==> config.mk <==
export PLATFORM = sky130hd
export DESIGN_NAME = alu_ctrl_issue
export DESIGN_NICKNAME = d
export VERILOG_FILES = /design/src/rtl/alu_ctrl_issue.sv
export SDC_FILE = /design/constraint.sdc
export NUM_CORES = 1
export LEC_CHECK = 0
export ABC_AREA = 1
export CORE_MARGIN = 1.5
export CORE_UTILIZATION = 53
export CTS_CLUSTER_DIAMETER = 200
export DETAILED_ROUTE_END_ITERATION = 7
export HOLD_SLACK_MARGIN = 0.05
export PLACE_DENSITY = 0.83
export REMOVE_ABC_BUFFERS = 1
export SETUP_SLACK_MARGIN = 0.15
export SLEW_MARGIN = 10
export SYNTH_ARGS = -nofsm -noshare
export SYNTH_HDL_FRONTEND = slang
export SYNTH_SLANG_ARGS = --single-unit
==> constraint.sdc <==
create_clock -name Clock -period 3.25 [get_ports Clock]
set_input_delay 0.975 -clock Clock [delete_from_list [all_inputs] [get_ports Clock]]
set_output_delay 0.975 -clock Clock [all_outputs]
set_load 0.02 [all_outputs]
==> src/rtl/alu_ctrl_issue.sv <==
// alu_ctrl_issue: turns an instruction's Opcode/Funct fields into the control
// bundle for the 16-bit ALU (AluCtrl result-mux select, BInvert, CarryIn),
// flags illegal encodings and counts them. A 2-entry output buffer absorbs
// ALU-side stalls.
//
// Ports:
//   Clock, Reset          rising-edge clock, synchronous active-high reset
//   Flush                 synchronous buffer clear (branch/exception)
//   InValid/InReady       instruction-side handshake
//   Opcode[3:0], Funct[2:0]  instruction fields
//   OutValid/OutReady     ALU-side handshake
//   AluCtrl[2:0], BInvert, CarryIn, Illegal  head-entry fields (0 when empty)
//   IllegalCount[CNT_W-1:0]  saturating count of accepted illegal encodings
//
// Handshake: a transfer happens on a rising edge where valid and ready are
// both high. Valid never depends on ready. InReady depends only on Reset and
// the registered occupancy, never on OutReady. Output fields are held stable
// while OutValid=1 and OutReady=0.
module alu_ctrl_issue #(
  parameter int DEPTH = 2,
  parameter int CNT_W = 8
) (
  input  logic             Clock,
  input  logic             Reset,
  input  logic             Flush,
  input  logic             InValid,
  output logic             InReady,
  input  logic [3:0]       Opcode,
  input  logic [2:0]       Funct,
  output logic             OutValid,
  input  logic             OutReady,
  output logic [2:0]       AluCtrl,
  output logic             BInvert,
  output logic             CarryIn,
  output logic             Illegal,
  output logic [CNT_W-1:0] IllegalCount
);

  // Buffer occupancy is the FSM state.
  typedef enum logic [1:0] {
    EMPTY = 2'd0,
    ONE   = 2'd1,
    FULL  = 2'd2
  } state_t;

  state_t state, nextState;

  // Entry layout: {Illegal, BInvert, CarryIn, AluCtrl[2:0]}
  logic [5:0] headEntry, tailEntry, decEntry;
  logic [2:0] decCtrl;
  logic       decSub;
  logic       decIll;

  logic push, pop;
  logic loadHead, loadTail, headFromTail;

  // Decode. Illegal encodings fall through with the defaults: ADD select,
  // no inversion, no carry.
  always_comb begin
    decCtrl = 3'b100;
    decSub  = 1'b0;
    decIll  = 1'b0;
    case (Opcode)
      4'b0000: begin
        case (Funct)
          3'b000: decCtrl = 3'b100;                   // ADD
          3'b001: begin decCtrl = 3'b100; decSub = 1'b1; end  // SUB
          3'b010: decCtrl = 3'b000;                   // AND
          3'b011: decCtrl = 3'b010;                   // OR
          3'b100: decCtrl = 3'b011;                   // XOR
          3'b101: begin decCtrl = 3'b110; decSub = 1'b1; end  // SLT
          default: decIll = 1'b1;
        endcase
      end
      4'b0100: decCtrl = 3'b100;                      // ADDI
      4'b0101: begin decCtrl = 3'b100; decSub = 1'b1; end     // SUBI
      4'b0110: decCtrl = 3'b000;                      // ANDI
      4'b0111: decCtrl = 3'b010;                      // ORI
      4'b1000: begin decCtrl = 3'b001; decSub = 1'b1; end     // SLTI
      4'b1001: decCtrl = 3'b011;                      // XORI
      4'b1010: begin decCtrl = 3'b100; decSub = 1'b1; end     // BEQ
      4'b1011: decCtrl = 3'b100;                      // LW
      4'b1100: decCtrl = 3'b100;                      // SW
      default: decIll = 1'b1;
    endcase
    decEntry = {decIll, decSub, decSub, decCtrl};
  end

  assign InReady  = !Reset && ({30'd0, state} < DEPTH);
  assign OutValid = (state != EMPTY);
  assign push     = InValid && InReady;
  assign pop      = OutValid && OutReady;

  // Next-state and buffer steering.
  always_comb begin
    nextState    = state;
    loadHead     = 1'b0;
    loadTail     = 1'b0;
    headFromTail = 1'b0;
    if (Flush) begin
      nextState = EMPTY;
    end else begin
      case (state)
        EMPTY: begin
          if (push) begin
            nextState = ONE;
            loadHead  = 1'b1;
          end
        end
        ONE: begin
          if (push && pop) begin
            // Old head leaves, new entry takes its place.
            loadHead = 1'b1;
          end else if (push) begin
            nextState = FULL;
            loadTail  = 1'b1;
          end else if (pop) begin
            nextState = EMPTY;
          end
        end
        FULL: begin
          // push is impossible here because InReady is low.
          if (pop) begin
            nextState    = ONE;
            headFromTail = 1'b1;
          end
        end
        default: nextState = EMPTY;
      endcase
    end
  end

  always_ff @(posedge Clock) begin
    if (Reset) state <= EMPTY;
    else       state <= nextState;
  end

  always_ff @(posedge Clock) begin
    if (Reset) begin
      headEntry <= '0;
      tailEntry <= '0;
    end else begin
      if (loadHead)          headEntry <= decEntry;
      else if (headFromTail) headEntry <= tailEntry;
      if (loadTail)          tailEntry <= decEntry;
    end
  end

  // Counter survives Flush; a flushed push never counts.
  always_ff @(posedge Clock) begin
    if (Reset)
      IllegalCount <= '0;
    else if (push && decIll && !Flush && (IllegalCount != {CNT_W{1'b1}}))
      IllegalCount <= IllegalCount + 1'b1;
  end

  // Stale buffer contents are masked to zero while empty.
  assign {Illegal, BInvert, CarryIn, AluCtrl} = OutValid ? headEntry : 6'd0;

endmodule

==> results.sh, run 1 <==
export IMPL_outcome="complete, no violations"
export IMPL_route_vias_total=1316
export IMPL_grt_pass1_wl_mm=4.73
export IMPL_r2r_slack_ps=1720
export IMPL_ir_worst_vdd_mv=0.215
export IMPL_synthCells=195
export IMPL_syn_area_um2=1260
export IMPL_globalRouteTotalUtil=0.227
export IMPL_cts_path_max_buffers=2
export IMPL_synthDistinctLibCells=23
export IMPL_die_w_um=51.7
export IMPL_grt_pass1_vias=1167
export IMPL_ant_nets=0
export IMPL_placed_area_um2=1550
export IMPL_synth_most_common_cell="nand2_1"
export IMPL_fin_skew_ps=2.39
export IMPL_drv_slew=0
export IMPL_grt_max_degree=12
export IMPL_dpl_hpwl_mm=2.22
export IMPL_gp_congestion=0.796
export IMPL_die_h_um=51.7
export IMPL_numCtsBuffers=3
export IMPL_reg2reg_depth=7
export IMPL_min_delay_start="IllegalCount[4]$_SDFFE_PP0P_"
export IMPL_drive_above_1_share=0.0541
export IMPL_cp_arrival_ps=1970
export IMPL_p_per_area_nw_per_um2=282
export IMPL_required_ps=2270
export IMPL_end_kind="output pin"
export IMPL_clkTransAtPathRegs_ps=110
export IMPL_postSynthAreaPerCell_um2=6.44
export IMPL_fin_crit_ps=2940
export IMPL_fmax_ghz=0.340
export IMPL_drc_errors=0
export IMPL_start_util=0.562
export IMPL_antenna_found_initial=0
export IMPL_hold_viol_final=0
export IMPL_setup_ws_ps=308
export IMPL_cpMaxStageDelayCell="clkdlybuf4s50_1"
export IMPL_n_antenna_cell=0
export IMPL_num_rows=17
export IMPL_worstPathMaxFanout=3
export IMPL_path_cells="clkdlybuf4s50_1 -> nor2_4 -> dlygate4sd2_1"
export IMPL_grt_overflow_total=0
export IMPL_maxCapViolCount=0
export IMPL_io_buffer_count=27
export IMPL_wl_mm=2.85
export IMPL_startpoint_type="input pin"
export IMPL_worstSkewPairLatency_ps=300
export IMPL_synth_edf_count=0
export IMPL_n_fill_cell=201
export IMPL_p_leak_nw=0.666
export IMPL_cts_tree="built"
export IMPL_total_power_w=0.000441
export IMPL_crit_type="input pin to output pin"
export IMPL_rsz0062_at_grt="no"
export IMPL_ios=28
export IMPL_ys_flop_type="dfxtp_1"
export IMPL_clock_root_buffer="clkbuf_4"
export IMPL_fin_crit_sh=0.905
export IMPL_viasPerCell=5.26
export IMPL_firstDrtPassIters=4
export IMPL_hp_class="flip-flop to flip-flop"
export IMPL_post_synth_top_area_fraction=0.319
export IMPL_ys_top_cells_by_count="41 x nand2_1, 33 x nor2_1, 27 x inv_1, 20 x dfxtp_1, 20 x o21ai_0"
export IMPL_critPathMaxStageDelay_ps=480
export IMPL_slew_limit_headroom=0.723
export IMPL_yosysSeqAreaShare=0.319
export IMPL_coreArea_um2=2230
export IMPL_drt_initial_drc_count=32
export IMPL_finalSetupViolations=0
export IMPL_area_delta_synth_final_pct=24.7
export IMPL_avgRoutedWirePerCell_um=11.4
export IMPL_synth_area_leaders="dfxtp_1 32%, nand2_1 12%, nor2_1 9.9%, inv_1 8.1%, o21ai_0 8.0%"
export IMPL_reg2reg_to="IllegalCount[5]$_SDFFE_PP0P_"
export IMPL_tightest_slew_ps=414
export IMPL_synthArstFlopShare=0
export IMPL_dieArea_um2=2670
export IMPL_ys_seq_elements=20
export IMPL_whs_ps=520
export IMPL_ctsHtreeMaxLevel=1
export IMPL_hold_path_endpoint="IllegalCount[4]$_SDFFE_PP0P_"
export IMPL_worstHoldPathCells=2
export IMPL_finalSetupTns_ps=0
export IMPL_finalNetCount=241
export IMPL_design_area_um2=1570
export IMPL_place_ws_ps=52.7
export IMPL_yosysTopAreaCell="dfxtp_1"
export IMPL_clock_sinks=20
export IMPL_synth_warnings=0
export IMPL_rr_startpoint="IllegalCount[0]$_SDFFE_PP0P_"
==> through the flow <==
stage,util,instances
2_1_floorplan,-,191
3_3_place_gp,0.692,247
3_5_place_dp,0.692,247
4_1_cts,0.701,250
5_1_grt,0.701,250
6_report,0.701,250
==> cell usage in the layout, fill, tap and decap left out, types with 2 or more instances in the layout <==
cell,synthesis,final
nand2_1,41,41
clkbuf_4,0,3
o21ai_0,20,20
o22ai_1,2,2
nand3b_1,2,2
xnor2_1,2,2
nand3_1,17,17
nand4_1,2,2
inv_1,27,27
nor2_4,2,2
a21oi_1,11,11
clkdlybuf4s50_1,0,26
dfxtp_1,20,20
ha_1,5,5
nor2_1,33,33
==> worst max-delay path by stage <==
stage / slack, ps / cells after the start / startpoint / endpoint
global placement: 50 / 3 / Reset / InReady
floorplan: 1130 / 1 / Reset / InReady
detailed placement: 50 / 3 / Reset / InReady
CTS: 320 / 3 / Reset / InReady
finish: 310 / 3 / Reset / InReady
global route: 280 / 3 / Reset / InReady
==> layout make-up <==
| type | instances | area [um^2] | area share |
|---|---|---|---|
| clock buffer | 3 | 22.5 | 0.0144 |
| inverter | 28 | 105 | 0.0671 |
| multi-input combinational | 143 | 727 | 0.464 |
| sequential | 20 | 400 | 0.256 |
| tap | 28 | 35.0 | 0.0224 |
| timing repair buffer | 28 | 277 | 0.177 |
==> power by group <==
part,total [W],switching (W),internal [W]
registers,0.000252,0.00000261,0.000249
logic,0.0000739,0.0000444,0.0000295
clock network,0.000116,0.0000724,0.0000432
==> kinds of logic after synthesis <==
logic type / count (synthesis) / synth area share
simple gates: 101 / 0.362
compound gates: 34 / 0.146
buf+inv: 32 / 0.103
flops: 20 / 0.319
fa+ha+maj: 5 / 0.0498
xor+xnor: 3 / 0.0209
==> critical path, delay by kind of cell <==
kind | cells | cell delay (ps)
buffers and inverters | 2 | 830
and+or+nand+nor | 1 | 160
==> timing repair <==
action | CTS | global route
buffers inserted | 0 | 0
hold buffers | 0 | 0
gates resized for setup | 1 | 0
setup endpoints to repair | 1 | 0
==> metal layers <==
layer	up-vias	routed length, um	GRT usage
met4	0	28	0.0570
met1	603	1350	0.292
li1	677	-	-
met5	-	0	0
met2	32	1380	0.397
met3	4	96	0.0345
==> registers in the layout (all words and copies together), names as in the netlist <==
signal,cells
tailEntry,5
state,2
IllegalCount,8
headEntry,5
(Power assumes the default switching activity.)
==> run 2: changes to the inputs <==
--- a/config.mk
+++ b/config.mk
@@ -7,11 +7,11 @@
 export LEC_CHECK = 0
 export ABC_AREA = 1
 export CORE_MARGIN = 1.5
-export CORE_UTILIZATION = 53
+export CORE_UTILIZATION = 25
 export CTS_CLUSTER_DIAMETER = 200
+export CTS_CLUSTER_SIZE = 8
 export DETAILED_ROUTE_END_ITERATION = 7
 export HOLD_SLACK_MARGIN = 0.05
-export PLACE_DENSITY = 0.83
 export REMOVE_ABC_BUFFERS = 1
 export SETUP_SLACK_MARGIN = 0.15
 export SLEW_MARGIN = 10
==> run 2 against run 1 <==
Against the previous run:
- power grew 9.7%
- final area rose by 4.8%
- global-route usage is 11 points lower
- setup slack gained 100 ps
- critical path type unchanged
- largest cell class unchanged
==> results.sh, run 2 (synthesis results as in run 1) <==
export IMPL_outcome="complete, no violations"
export IMPL_n_antenna_cell=0
export IMPL_antenna_found_initial=0
export IMPL_start_util=0.262
export IMPL_grt_overflow_total=0
export IMPL_end_kind="output pin"
export IMPL_postCtsSetupRepairBufs=0
export IMPL_fin_skew_ps=2.10
export IMPL_crit_path_end="InReady"
export IMPL_drv_slew=0
export IMPL_layout_commonest_cell="nand2_1"
export IMPL_utilization=0.343
export IMPL_fin_crit_ps=2840
export IMPL_top_register="IllegalCount"
export IMPL_cts_tree="built"
export IMPL_area_delta_synth_final_pct=30.7
export IMPL_globalRouteTotalUtil=0.116
export IMPL_multiInputGateArea_um2=727
export IMPL_clkTransAtPathRegs_ps=70
export IMPL_rsz0062_at_grt="no"
export IMPL_cts_path_max_buffers=2
export IMPL_cp_arrival_ps=1860
export IMPL_dieArea_um2=5460
export IMPL_die_h_um=73.9
export IMPL_fmax_ghz=0.352
export IMPL_finalSetupTns_ps=0
export IMPL_avgRoutedWirePerCell_um=9.63
export IMPL_whs_ps=517
export IMPL_worstPathMaxFanout=2
export IMPL_tightest_slew_ps=485
export IMPL_largest_register_ffs=8
export IMPL_route_vias_total=1276
export IMPL_gp_congestion=0.837
export IMPL_placed_area_um2=1600
export IMPL_num_rows=25
export IMPL_slew_limit_headroom=0.676
export IMPL_maxCapViolCount=0
export IMPL_crit_type="input pin to output pin"
export IMPL_drc_errors=0
export IMPL_drive_above_1_share=0.0583
export IMPL_finalNetCount=242
export IMPL_wl_mm=2.79
export IMPL_clock_root_buffer="clkbuf_8"
export IMPL_ir_worst_vdd_mv=0.121
export IMPL_p_leak_nw=0.678
export IMPL_firstDrtPassIters=4
export IMPL_grt_pass1_wl_mm=5.04
export IMPL_drt_initial_drc_count=49
export IMPL_startpoint_type="input pin"
export IMPL_rr_startpoint="IllegalCount[0]$_SDFFE_PP0P_"
export IMPL_grt_max_degree=12
export IMPL_final_cells=290
export IMPL_worstSkewPairLatency_ps=250
export IMPL_hold_viol_final=0
export IMPL_io_buffer_count=27
export IMPL_viasPerCell=4.40
export IMPL_layout_common_cells="41 x nand2_1, 33 x nor2_1, 27 x inv_1, 26 x clkdlybuf4s50_1"
export IMPL_required_ps=2270
export IMPL_numCtsBuffers=3
export IMPL_dp_cells=287
export IMPL_ff_latch_area_um2=400
export IMPL_finalSetupViolations=0
export IMPL_grt_pass1_vias=1161
export IMPL_reg2reg_to="IllegalCount[0]$_SDFFE_PP0P_"
export IMPL_clock_sinks=20
export IMPL_top_regs="IllegalCount: 8 flops, headEntry: 5 flops, tailEntry: 5 flops"
export IMPL_r2r_slack_ps=1780
export IMPL_coreArea_um2=4790
export IMPL_die_w_um=73.9
export IMPL_reg2reg_depth=7
export IMPL_ios=28
export IMPL_design_area_um2=1640
export IMPL_hp_class="flip-flop to flip-flop"
export IMPL_dpl_hpwl_mm=2.18
export IMPL_ctsHtreeMaxLevel=1
export IMPL_p_per_area_nw_per_um2=295
export IMPL_n_fill_cell=543
export IMPL_ant_nets=0
export IMPL_fin_crit_sh=0.873
export IMPL_crit_path_start="Reset"
run 2: cell types whose count changed in the layout (fill, tap and decap cells not counted), sizes merged:
| cell | previous run | this run |
|---|---|---|
| buf | 1 | 2 |
run 2: final cells by class:
type                    count  share of cell area
multi-input cells         143               0.443
flip-flops and latches     20               0.244
repair buffers             29               0.173
inverters                  28              0.0640
well taps                  67              0.0511
clock buffers               3              0.0252
run 2: worst max-delay path, stage by stage:
cell and delay [ps]:
clkdlybuf4s50_1 460, nor2_4 100, dlygate4sd2_1 330
run 2: worst min-delay path by stage:
stage / from / end / depth (start not counted)
2_1_floorplan: state[0]$_SDFFE_PP0P_ / state[1]$_SDFFE_PP0P_ / 1
3_3_place_gp: tailEntry[5]$_SDFFE_PP0P_ / tailEntry[5]$_SDFFE_PP0P_ / 2
3_5_place_dp: IllegalCount[4]$_SDFFE_PP0P_ / IllegalCount[4]$_SDFFE_PP0P_ / 2
4_1_cts: IllegalCount[4]$_SDFFE_PP0P_ / IllegalCount[4]$_SDFFE_PP0P_ / 2
5_1_grt: IllegalCount[7]$_SDFFE_PP0P_ / IllegalCount[7]$_SDFFE_PP0P_ / 2
6_report: IllegalCount[4]$_SDFFE_PP0P_ / IllegalCount[4]$_SDFFE_PP0P_ / 2
run 2: metal layers:
metal | vias to the layer above | global-route usage | routed length [um]
met5 | - | 0 | 0
li1 | 676 | - | -
met4 | 0 | 0.0453 | 39
met1 | 564 | 0.147 | 1290
met3 | 5 | 0.0261 | 135
met2 | 31 | 0.189 | 1330
run 2: stage by stage:
stage	setup WS, ps	power, W
2_1_floorplan	1130	0.000296
3_3_place_gp	143	0.000332
3_5_place_dp	129	0.000333
4_1_cts	402	0.000492
5_1_grt	370	0.000513
6_report	413	0.000484
run 2: power breakdown:
group          internal (W)  switching (W)  leakage (nW)
clock network     0.0000824      0.0000760        0.0216
logic             0.0000302      0.0000440         0.495
registers          0.000249     0.00000248         0.162
run 2: timing repair:
action,in CTS,in global routing
hold buffers,0,0
resized for setup,1,0
endpoints found under the setup margin,1,0
